===== config.mk =====
export PLATFORM = sky130hd
export DESIGN_NAME = yutorina_if_stage
export DESIGN_NICKNAME = d
export VERILOG_FILES = /design/src/rtl/yutorina_if_stage.sv
export SDC_FILE = /design/constraint.sdc
export NUM_CORES = 1
export LEC_CHECK = 0
export CAP_MARGIN = 10
export CORE_UTILIZATION = 48
export CTS_CLUSTER_DIAMETER = 30
export DETAILED_ROUTE_END_ITERATION = 12
export HOLD_SLACK_MARGIN = 0.1
export PLACE_DENSITY = 0.75
export SLEW_MARGIN = 30
export SYNTH_ARGS = -nofsm -noshare
export SYNTH_HDL_FRONTEND = slang
export SYNTH_SLANG_ARGS = --single-unit

===== constraint.sdc =====
create_clock -name clk -period 6.9 [get_ports clk]
set_clock_uncertainty 0.1 [all_clocks]
set_input_delay 2.07 -clock clk [delete_from_list [all_inputs] [get_ports clk]]
set_output_delay 2.07 -clock clk [all_outputs]
set_load 0.1 [all_outputs]

===== src/rtl/yutorina_if_stage.sv =====
// Instruction-fetch stage: PC, instruction-bus handshake, stall hold buffer and IF/ID register.
// Optional YUTORINA_IF_PERF_EN adds perf_fetch / perf_wait event counters.
module yutorina_if_stage #(
  parameter int                ADDR_W       = 30,
  parameter int                DATA_W       = 32,
  parameter logic [ADDR_W-1:0] RESET_VECTOR = '0,
  parameter logic [DATA_W-1:0] NOP_INSN     = '0
) (
  input  logic              clk,
  input  logic              rst,
  input  logic              stall,
  input  logic              flush,
  input  logic [ADDR_W-1:0] new_pc,
  input  logic              br_taken,
  input  logic [ADDR_W-1:0] br_addr,
  output logic              bus_req,
  output logic [ADDR_W-1:0] bus_addr,
  input  logic              bus_rdy,
  input  logic [DATA_W-1:0] bus_rd_data,
  output logic              i_busy,
  output logic [ADDR_W-1:0] if_pc,
  output logic [DATA_W-1:0] if_insn,
  output logic              if_en_
`ifdef YUTORINA_IF_PERF_EN
  ,
  output logic [31:0]       perf_fetch,
  output logic [31:0]       perf_wait
`endif
);

  typedef enum logic [1:0] {
    IDLE   = 2'd0,
    ACCESS = 2'd1,
    HOLD   = 2'd2,
    DRAIN  = 2'd3
  } state_t;

  state_t              r_state;
  logic [ADDR_W-1:0]   r_pc;
  logic [ADDR_W-1:0]   r_bus_addr;
  logic                r_bus_req;
  logic [ADDR_W-1:0]   r_if_pc;
  logic [DATA_W-1:0]   r_if_insn;
  logic                r_if_en_n;
  logic [ADDR_W-1:0]   r_hold_pc;
  logic [DATA_W-1:0]   r_hold_insn;

  state_t              w_state_next;
  logic [ADDR_W-1:0]   w_pc_next;
  logic [ADDR_W-1:0]   w_bus_addr_next;
  logic                w_bus_req_next;
  logic [ADDR_W-1:0]   w_if_pc_next;
  logic [DATA_W-1:0]   w_if_insn_next;
  logic                w_if_en_n_next;
  logic [ADDR_W-1:0]   w_hold_pc_next;
  logic [DATA_W-1:0]   w_hold_insn_next;
  logic                w_fetch;
  logic                w_redirect;
  logic [ADDR_W-1:0]   w_target;

  assign w_redirect = flush | br_taken;
  assign w_target   = flush ? new_pc : br_addr;

  // Deliberately independent of stall, which is itself derived from i_busy.
  assign i_busy = ((r_state == ACCESS) && !bus_rdy) || (r_state == DRAIN);

  always_comb begin
    w_state_next     = r_state;
    w_pc_next        = r_pc;
    w_bus_addr_next  = r_bus_addr;
    w_bus_req_next   = r_bus_req;
    w_if_pc_next     = r_if_pc;
    w_if_insn_next   = r_if_insn;
    w_if_en_n_next   = r_if_en_n;
    w_hold_pc_next   = r_hold_pc;
    w_hold_insn_next = r_hold_insn;
    w_fetch          = 1'b0;

    if (w_redirect) begin
      w_pc_next      = w_target;
      w_if_en_n_next = 1'b1;
      if (flush) begin
        w_if_insn_next = NOP_INSN;
      end
    end

    case (r_state)
      IDLE: begin
        if (w_redirect) begin
          w_state_next    = ACCESS;
          w_bus_addr_next = w_target;
          w_bus_req_next  = 1'b1;
        end else if (!stall) begin
          w_state_next    = ACCESS;
          w_bus_addr_next = r_pc;
          w_bus_req_next  = 1'b1;
        end
      end

      ACCESS: begin
        if (w_redirect) begin
          if (bus_rdy) begin
            w_bus_addr_next = w_target;
          end else begin
            w_state_next = DRAIN;
          end
        end else if (bus_rdy) begin
          w_pc_next = r_bus_addr + ADDR_W'(1);
          if (stall) begin
            w_state_next     = HOLD;
            w_bus_req_next   = 1'b0;
            w_hold_pc_next   = r_bus_addr;
            w_hold_insn_next = bus_rd_data;
          end else begin
            w_bus_addr_next = r_pc + ADDR_W'(1);
            w_if_pc_next    = r_bus_addr;
            w_if_insn_next  = bus_rd_data;
            w_if_en_n_next  = 1'b0;
            w_fetch         = 1'b1;
          end
        end else if (!stall) begin
          w_if_en_n_next = 1'b1;
        end
      end

      HOLD: begin
        if (w_redirect) begin
          w_state_next    = ACCESS;
          w_bus_addr_next = w_target;
          w_bus_req_next  = 1'b1;
        end else if (!stall) begin
          // pc already points one past the held instruction.
          w_state_next    = ACCESS;
          w_bus_addr_next = r_pc;
          w_bus_req_next  = 1'b1;
          w_if_pc_next    = r_hold_pc;
          w_if_insn_next  = r_hold_insn;
          w_if_en_n_next  = 1'b0;
          w_fetch         = 1'b1;
        end
      end

      DRAIN: begin
        // A redirect arriving with the abandoned beat's ready goes straight to the new target.
        if (bus_rdy) begin
          w_state_next    = ACCESS;
          w_bus_addr_next = w_redirect ? w_target : r_pc;
        end
      end

      default: begin
        w_state_next = IDLE;
      end
    endcase
  end

  always_ff @(posedge clk) begin
    if (!rst) begin
      r_state     <= IDLE;
      r_pc        <= RESET_VECTOR;
      r_bus_addr  <= '0;
      r_bus_req   <= 1'b0;
      r_if_pc     <= '0;
      r_if_insn   <= NOP_INSN;
      r_if_en_n   <= 1'b1;
      r_hold_pc   <= '0;
      r_hold_insn <= '0;
    end else begin
      r_state     <= w_state_next;
      r_pc        <= w_pc_next;
      r_bus_addr  <= w_bus_addr_next;
      r_bus_req   <= w_bus_req_next;
      r_if_pc     <= w_if_pc_next;
      r_if_insn   <= w_if_insn_next;
      r_if_en_n   <= w_if_en_n_next;
      r_hold_pc   <= w_hold_pc_next;
      r_hold_insn <= w_hold_insn_next;
    end
  end

  assign bus_req  = r_bus_req;
  assign bus_addr = r_bus_addr;
  assign if_pc    = r_if_pc;
  assign if_insn  = r_if_insn;
  assign if_en_   = r_if_en_n;

`ifdef YUTORINA_IF_PERF_EN
  logic [31:0] r_perf_fetch;
  logic [31:0] r_perf_wait;

  always_ff @(posedge clk) begin
    if (!rst) begin
      r_perf_fetch <= '0;
      r_perf_wait  <= '0;
    end else begin
      if (w_fetch) begin
        r_perf_fetch <= r_perf_fetch + 32'd1;
      end
      if (i_busy) begin
        r_perf_wait <= r_perf_wait + 32'd1;
      end
    end
  end

  assign perf_fetch = r_perf_fetch;
  assign perf_wait  = r_perf_wait;
`else
  logic w_fetch_unused;
  assign w_fetch_unused = w_fetch;
`endif

endmodule


* After elaboration in Yosys (flattened, before gate mapping)
Index checks and enable logic that the tools add are counted.
** Cells by class
- Shift-type cells :: 0
- Muxes and demuxes :: 48
- Bitwise operators :: 2
- Multipliers :: 0
- Order comparisons :: 0
- Reductions and logical operators :: 12
- Equality and inequality tests :: 15
- Div/mod/pow operators :: 0
- Add/sub/neg operators :: 2
** Operator list (number)
- $mux 30 :: 17
- $mux 32 :: 7
- $pmux 30 s3 :: 1
- $pmux 32 s2 :: 1
- $add 30x1->30 const B :: 2
- $pmux 30 s2 :: 1
- $mux 2 :: 7
- $ne 2x2->1 const B :: 7
- $ne 3x3->1 const B :: 4
- $mux 1 :: 11
- $reduce_and 5->1 :: 2
- $reduce_and 4->1 :: 2
- $pmux 2 s3 :: 1
- $reduce_and 6->1 :: 1
- $eq 2x2->1 const B :: 2
- $pmux 1 s2 :: 2
- $reduce_bool 2->1 :: 2
- $ne 3x2->1 const B :: 1
- $eq 2x1->1 const B :: 1
- $logic_not 2->1 :: 1
- $reduce_or 2->1 :: 1
- $logic_and 1x1->1 :: 1
- $logic_not 1->1 :: 1
- $logic_or 1x1->1 :: 1
- other kinds (2) :: 2
** Word-level totals
- Memory bits (read-only) :: 0
- Input bits :: 98
- Flip-flop bits (word level) :: 188
- Bits in latches :: 0
- Memories kept :: 0
- Output and inout bits :: 95
- Memory bits (writable) :: 0

* Depth between registers and ports, before layout
Gate-level depths: netlist of run 1.
- Depth after elaboration :: 6
- Depth in mapped cells :: 10
- Mapped depth without buffers :: 7

* Worst setup path before layout of run 1
No wires, ideal clock.
- Path kind :: input-to-output
- Start point :: in bus_rdy
- End point :: out i_busy
- Stages on the path :: 4
- Data arrival time :: 3169 ps
- Slack :: 1561 ps
- Required time :: 4730 ps
- Path through :: clkbuf_1 > clkbuf_1 > inv_1 > a21o_1
** On the way
- Word-level cells in the longest chain between the ends :: 3
** Ends and longest elaborated chain
- start, declared :: RTL line 18 : input logic bus_rdy,
- $logic_not 1->1 :: RTL line 65 : assign i_busy = ((r_state == ACCESS) && !bus_rdy) || (r_state == DRAIN);
- $logic_and 1x1->1 :: RTL line 65
- $logic_or 1x1->1 :: RTL line 65
- end, declared :: RTL line 20 : output logic i_busy,
Every way passes these cells.

* Final worst setup path of run 1
Same ends and word-level chain as after synthesis.

==> summary.txt, run 1 <==
Run status
  – Status: completed

Drt
  – Via count: 9921
  – Final wirelength: 30800 um
  – Drt wl/cell: 18.8 um
  – DR iter-0 viols: 1238
  – Vias per std cell: 6.07
  – DR pass1 iterations: 7
  – Number of routed nets with antenna violations: 0
  – DRC violations left: 0

Floorplanning
  – Ports: 193
  – DIE WIDTH: 145 um
  – # rows: 51
  – Die Y: 145 um
  – Die area: 21000 um2
  – Starting Density: 49.6%
  – Core Area: 19700 um2

Clock network
  – Reg clk slew, reported paths: 0.07 ns
  – # H-tree levels: 4
  – Worst skew pair latency: 0.44 ns
  – CTS tree: done
  – Hold-fix buffers, CTS: 0
  – CTS Buf Count: 17
  – Post-CTS Setup Bufs: 0
  – Clock buffer depth: 2
  – Clk root buf: clkbuf_16
  – Cts repair resizes: 0
  – CTS Sinks: 188

Pwr
  – Leak: 4.15 nW
  – Tot Pwr: 2.93 mW
  – PD cells: 238 nW/um2
  – Worst VDD drop: 196 uV

Cells and area
  – Final non-filler cell total: 1634
  – Area occupied by multi-input gates: 5490 um2
  – Final #Nets: 1461
  – Diode count: 0
  – Fill cell count: 1713
  – Share of layout cells above drive strength 1: 6.28%
  – Seq. cell area: 3760 um2
  – Area growth from synthesis to layout: 25.8%

Worst setup path
  – Maximum fanout along the worst path: 18
  – Setup crit end kind: output pin
  – CP startpoint kind: primary input
  – Crit path cell chain: clkdlybuf4s50_1 -> inv_1 -> a21o_1 -> buf_4
  – Kind of critical path: primary input to output pin
  – CP Data Arrival Time: 3.60 ns
  – CP Data Required Time: 4.73 ns
  – CP delay by family, top: buffers and inverters
  – Sum of buffers and inverters on the critical path: 3
  – Setup crit start: bus_rdy
  – CP max stage delay: 0.95 ns
  – Crit-path slowest cell: clkdlybuf4s50_1
  – Crit Reg-Reg Startpoint: r_state[1]
  – R2R setup slack: 3.31 ns

GRT
  – Grt met1 use: 38.5%
  – Initial antenna violation count: 1
  – First-pass GRT wire length: 48100 um
  – Largest net degree at the start of global routing: 103
  – Met3 Resource Use GR: 8.03%
  – Met2 global-route usage: 46.2%
  – GRT Overall Usage: 29.5%
  – GRT overflow: 0
  – Vias in the first global route: 9051
  – Most Crowded Layer GR: met2

Placement
  – I/O Buffers: 192
  – Inst Count DP: 1603
  – Post-detail-place hpwl: 20600 um
  – Pre-CTS setup slack: 1.19 ns
  – Routability congestion estimate: 0.932

Worst hold path
  – Worst hold start: r_hold_pc[19]
  – Hold Path Class: flop to flop

Timing
  – F_max: 0.173 GHz
  – Final Hold Viols: 0
  – Normalized max-slew margin: 32.4%
  – Setup TNS: 0 ns
  – Tmin final: 5.77 ns
  – # setup viols final: 0
  – Unrepaired setup endpoints after global routing: false
  – Tightest Pin Transition: 1.01 ns
  – Slew Limit Fails: 0
  – Tcrit/Tclk final: 83.6%
  – Final setup margin: 1.13 ns

Synthesis
  – Post-Syn Instances: 1244
  – Unique cell type count in the Yosys netlist: 68
  – Synth Warn #: 0
  – Post-Syn Nets: 1348
  – Most used DFF post-synth: dfxtp_1
  – Cell Area, Synth: 9780 um2
  – Synth Area per Inst: 7.87 um2
  – Post-synth EDFFs: 0
  – Sequential share of the synthesized area: 38.5%
  – Async set-reset flop share out of synthesis: 0%
  – #FFs+latches synth: 188

Job
  – Max cap viols: 0
-- per-stage QoR --
stage | hold slack [ns] | cell area, um2 | utilization (%)
after floorplan | 0.336 | 9780 | -
after global placement | 0.341 | 11700 | 59.5
after detailed placement | 0.346 | 11700 | 59.5
after CTS | 0.356 | 12300 | 62.4
after global routing | 0.369 | 12300 | 62.4
final | 0.356 | 12300 | 62.4
-- per-layer routing --
layer / up-vias / wire length, um / part of all wire, %
li1: 4734 / - / -
met1: 4695 / 13100 / 43
met2: 439 / 13800 / 45
met3: 51 / 2900 / 9.4
met4: 2 / 913 / 3.0
met5: - / 13 / 0.042
-- state kept, by name, indices dropped and copies added, names as in the netlist --
| signal | flops |
|---|---|
| r_hold_insn | 32 |
| if_insn | 32 |
| if_en_ | 1 |
| bus_addr | 30 |
| if_pc | 30 |
| r_hold_pc | 30 |
| bus_req | 1 |
| r_pc | 30 |
| r_state | 2 |
-- final cells by class --
| class | count | area share, % |
|---|---|---|
| multi-input combinational | 912 | 44.6 |
| sequential | 188 | 30.6 |
| timing repair buffer | 211 | 16.7 |
| clock buffer | 18 | 3.57 |
| tap | 265 | 2.69 |
| clock inverter | 13 | 1.03 |
| inverter | 27 | 0.844 |
-- tightest hold or removal path, stage by stage (launching register included) --
cell     delay, ns
dfxtp_1       0.31
nand2_1       0.05
a21oi_1       0.05
-- cell usage in the layout (no fill, tap or decap), drive strengths merged, types with 31 or more instances in the layout --
cell	instances
nor2	109
a211oi	31
mux2i	31
inv	34
clkdlybuf4s50	188
o21ai	75
a22o	36
a21oi	128
nand2	192
dfxtp	188
a222oi	33
-- final timing paths --
kind | endpoint | cells past startpoint
max reg2reg | r_hold_insn[29] | 8
max | i_busy | 4
min | r_hold_pc[19] | 2
min reg2reg | r_hold_pc[19] | 2
-- where the power goes --
| group | leakage [nW] | switching (mW) | internal (mW) |
|---|---|---|---|
| clock | 0.279 | 0.480 | 0.487 |
| combinational | 2.34 | 0.500 | 0.227 |
| sequential | 1.53 | 0.0955 | 1.14 |
-- synthesized netlist by cell type, drive strengths merged (5+ instances only) --
library cell / number / share of area [%]
nor2: 109 / 4.2
o31a: 8 / 0.72
o211a: 8 / 0.82
a211oi: 31 / 2.4
mux2i: 31 / 3.2
inv: 26 / 1.0
nand3: 28 / 1.6
a22oi: 7 / 0.54
or4: 5 / 0.42
nand2b: 10 / 0.64
xor2: 15 / 1.3
a22o: 36 / 3.2
nor4: 23 / 2.0
nand2: 192 / 7.4
clkbuf: 88 / 3.4
o22ai: 5 / 0.32
o31ai: 5 / 0.38
o21ai: 75 / 3.8
nor2b: 5 / 0.32
a21oi: 128 / 6.5
nand4: 15 / 1.1
nor3: 24 / 1.4
a222oi: 33 / 3.4
dfxtp: 188 / 38
buf: 29 / 1.5
a31oi: 17 / 1.1
xnor2: 25 / 2.2
o211ai: 12 / 0.92
ha: 6 / 0.77
or3: 6 / 0.38
-- cells by family (layout without fill, tap and decap cells) --
| logic type | Yosys count | in the layout | synth area share, % |
|---|---|---|---|
| XOR/XNOR | 40 | 40 | 3.58 |
| adder cells (fa/ha/maj) | 6 | 6 | 0.767 |
| flip-flops | 188 | 188 | 38.5 |
| multiplexers | 34 | 34 | 3.52 |
| buffers and inverters | 144 | 269 | 5.92 |
| AO/OA/AOI/OAI | 397 | 397 | 27.0 |
| AND/OR/NAND/NOR | 435 | 435 | 20.8 |
Power figures use the tool's default switching activity.
==> run 2, diff against run 1 <==
--- a/config.mk
+++ b/config.mk
@@ -6,11 +6,11 @@
 export NUM_CORES = 1
 export LEC_CHECK = 0
 export CAP_MARGIN = 10
-export CORE_UTILIZATION = 48
+export CORE_UTILIZATION = 47
 export CTS_CLUSTER_DIAMETER = 30
 export DETAILED_ROUTE_END_ITERATION = 12
 export HOLD_SLACK_MARGIN = 0.1
-export PLACE_DENSITY = 0.75
+export PLACE_DENSITY = 0.77
 export SLEW_MARGIN = 30
 export SYNTH_ARGS = -nofsm -noshare
 export SYNTH_HDL_FRONTEND = slang
==> constraint.sdc (replaced) <==
create_clock -name clk -period 4.7 [get_ports clk]
set_clock_uncertainty 0.1 [all_clocks]
set_input_delay 1.41 -clock clk [delete_from_list [all_inputs] [get_ports clk]]
set_output_delay 1.41 -clock clk [all_outputs]
set_load 0.1 [all_outputs]
==> run 2 against run 1 <==
Compared with the run above:
- total power up 49%
- wire length down 0.45%
- design area increased by 0.91%
- via count is 0.93% higher
- setup slack got worse by 0.28 ns
- register-to-register slack got worse by 1.6 ns
- sequential power is 47% higher
- combinational power rose by 49%
- critical endpoint unchanged
- largest power group unchanged
==> summary.txt, run 2 (same netlist as run 1, synthesis figures left out) <==
Pwr
  – PD cells: 351 nW/um2 (+47%)
  – Leak: 4.20 nW (+1.2%)
  – Worst VDD drop: 264 uV (+34%)

Floorplanning
  – Core Area: 20300 um2 (+3.0%)
  – # rows: 52 (+2.0%)
  – DIE WIDTH: 146 um (+1.0%)
  – Die Y: 146 um (+1.0%)
  – Die area: 21400 um2 (+2.1%)
  – Ports: 193 (unchanged)
  – Starting Density: 48.2% (-1.4 points)

Placement
  – Pre-CTS setup slack: 0.855 ns (-0.332 ns)
  – I/O Buffers: 192 (unchanged)
  – Routability congestion estimate: 0.938 (+0.60%)
  – Post-detail-place hpwl: 20300 um (-1.2%)

Clock network
  – Hold-fix buffers, CTS: 0 (unchanged)
  – Worst skew pair latency: 0.44 ns (about the same)
  – # H-tree levels: 4 (unchanged)
  – CTS Buf Count: 17 (unchanged)
  – Clk root buf: clkbuf_16
  – CTS tree: done
  – Post-CTS Setup Bufs: 0 (unchanged)
  – Clock buffer depth: 2 (unchanged)
  – Reg clk slew, reported paths: 0.08 ns (about the same)
  – Cts repair resizes: 0 (unchanged)
  – CTS Sinks: 188 (unchanged)

Cells and area
  – Share of layout cells above drive strength 1: 6.83% (+0.54 points)
  – Fill cell count: 1776 (+3.7%)
  – Diode count: 0 (unchanged)
  – Commonest non-fill, non-tap cell in the layout: nand2_1
  – Final #Nets: 1468 (+0.48%)
  – Area growth from synthesis to layout: 26.9%
  – Commonest cells after routing, fill and taps aside: nand2_1, dfxtp_1, clkdlybuf4s50_1

GRT
  – Largest net degree at the start of global routing: 145 (+41%)
  – Initial antenna violation count: 0 (-1)
  – GRT overflow: 0 (unchanged)
  – Vias in the first global route: 8929 (-1.3%)
  – GRT Overall Usage: 28.2% (-1.3 points)
  – First-pass GRT wire length: 48400 um (+0.66%)

Worst setup path
  – Maximum fanout along the worst path: 2 (-16)
  – CP Data Arrival Time: 2.34 ns (-1.26 ns)
  – Crit Reg-Reg Endpoint: if_pc[26]
  – Crit Reg-Reg Startpoint: r_state[1]
  – Setup crit end kind: output pin
  – Kind of critical path: primary input to output pin
  – CP startpoint kind: primary input
  – R2r worst-path depth: 9 (+1)
  – CP Data Required Time: 3.19 ns (-1.54 ns)
  – R2R setup slack: 1.74 ns (-1.57 ns)

Worst hold path
  – WHS Endpoint: r_hold_pc[23]
  – Hold depth: 2 (unchanged)
  – Hold Path Class: flop to flop
  – Worst hold start: r_hold_pc[23]

Job
  – Max cap viols: 0 (unchanged)

Timing
  – Normalized max-slew margin: 29.9% (-2.5 points)
  – Tmin final: 3.85 ns
  – F_max: 0.260 GHz
  – Tcrit/Tclk final: 81.9%
  – Unrepaired setup endpoints after global routing: false
  – Final Hold Viols: 0 (unchanged)
  – Final setup margin: 0.850 ns (-0.283 ns)
  – Tightest Pin Transition: 1.04 ns (+0.0326 ns)
  – Setup TNS: 0 ns (unchanged)
  – # setup viols final: 0 (unchanged)
  – Slew Limit Fails: 0 (unchanged)

Drt
  – Via count: 10.0k (+0.93%)
  – Number of routed nets with antenna violations: 0 (unchanged)
  – DR pass1 iterations: 6 (-1)
  – Vias per std cell: 6.08 (+0.13%)
  – DRC violations left: 0 (unchanged)
  – Final wirelength: 30600 um (-0.45%)
  – Drt wl/cell: 18.6 um (-1.2%)
  – DR iter-0 viols: 1129 (-8.8%)

Run status
  – Status: completed
run 2: cell count changes in the layout (fill, tap and decap cells not counted), moves of 3 or more:
| cell | before | now |
|---|---|---|
| inv_6 | 6 | 2 |
| buf_12 | 0 | 4 |
| clkinv_4 | 4 | 0 |
| buf_4 | 19 | 23 |
| inv_8 | 2 | 7 |
| clkinvlp_4 | 0 | 3 |
run 2: where the power goes:
part           internal, mW  switching, mW
clock                 0.722          0.743
sequential             1.67          0.140
combinational         0.342          0.739
run 2: area by class of cell:
| type | count | area (um2) | share of cell area [%] |
|---|---|---|---|
| multi-input combinational | 912 | 5480 | 44.1 |
| sequential | 188 | 3760 | 30.3 |
| clock buffer | 17 | 425 | 3.42 |
| inverter | 27 | 104 | 0.836 |
| clock inverter | 15 | 168 | 1.35 |
| timing repair buffer | 218 | 2140 | 17.3 |
| tap | 270 | 338 | 2.72 |
run 2: worst max path at each step:
stage | slack, ns | start | cells past startpoint | end
after floorplan | 0.68 | bus_rdy | 4 | i_busy
after global routing | 0.82 | bus_rdy | 4 | i_busy
after CTS | 0.85 | bus_rdy | 4 | i_busy
after global placement | 0.88 | bus_rdy | 4 | i_busy
after detailed placement | 0.85 | bus_rdy | 4 | i_busy
final | 0.85 | bus_rdy | 4 | i_busy
run 2: worst max-delay path: stages:
cell and delay, ns:
clkdlybuf4s50_1 0.48, inv_1 0.07, a21o_1 0.21, buf_12 0.17
run 2: layer usage:
layer	track usage (%)	up-vias	routed length [um]
met4	8.96	0	654
met5	0	-	0
met1	38.3	4698	13000
met3	6.44	44	3170
li1	-	4758	-
met2	44.3	513	13800
run 2: stage by stage:
step	total power [mW]	instances	hold slack (ns)	utilization (%)	instance area (um2)
2_1_floorplan	2.56	1244	0.336	-	9780
3_3_place_gp	2.90	1615	0.341	58.3	11800
3_5_place_dp	2.91	1615	0.347	58.3	11800
4_1_cts	4.36	1647	0.358	61.2	12400
5_1_grt	4.51	1647	0.372	61.2	12400
6_report	4.36	1647	0.356	61.2	12400
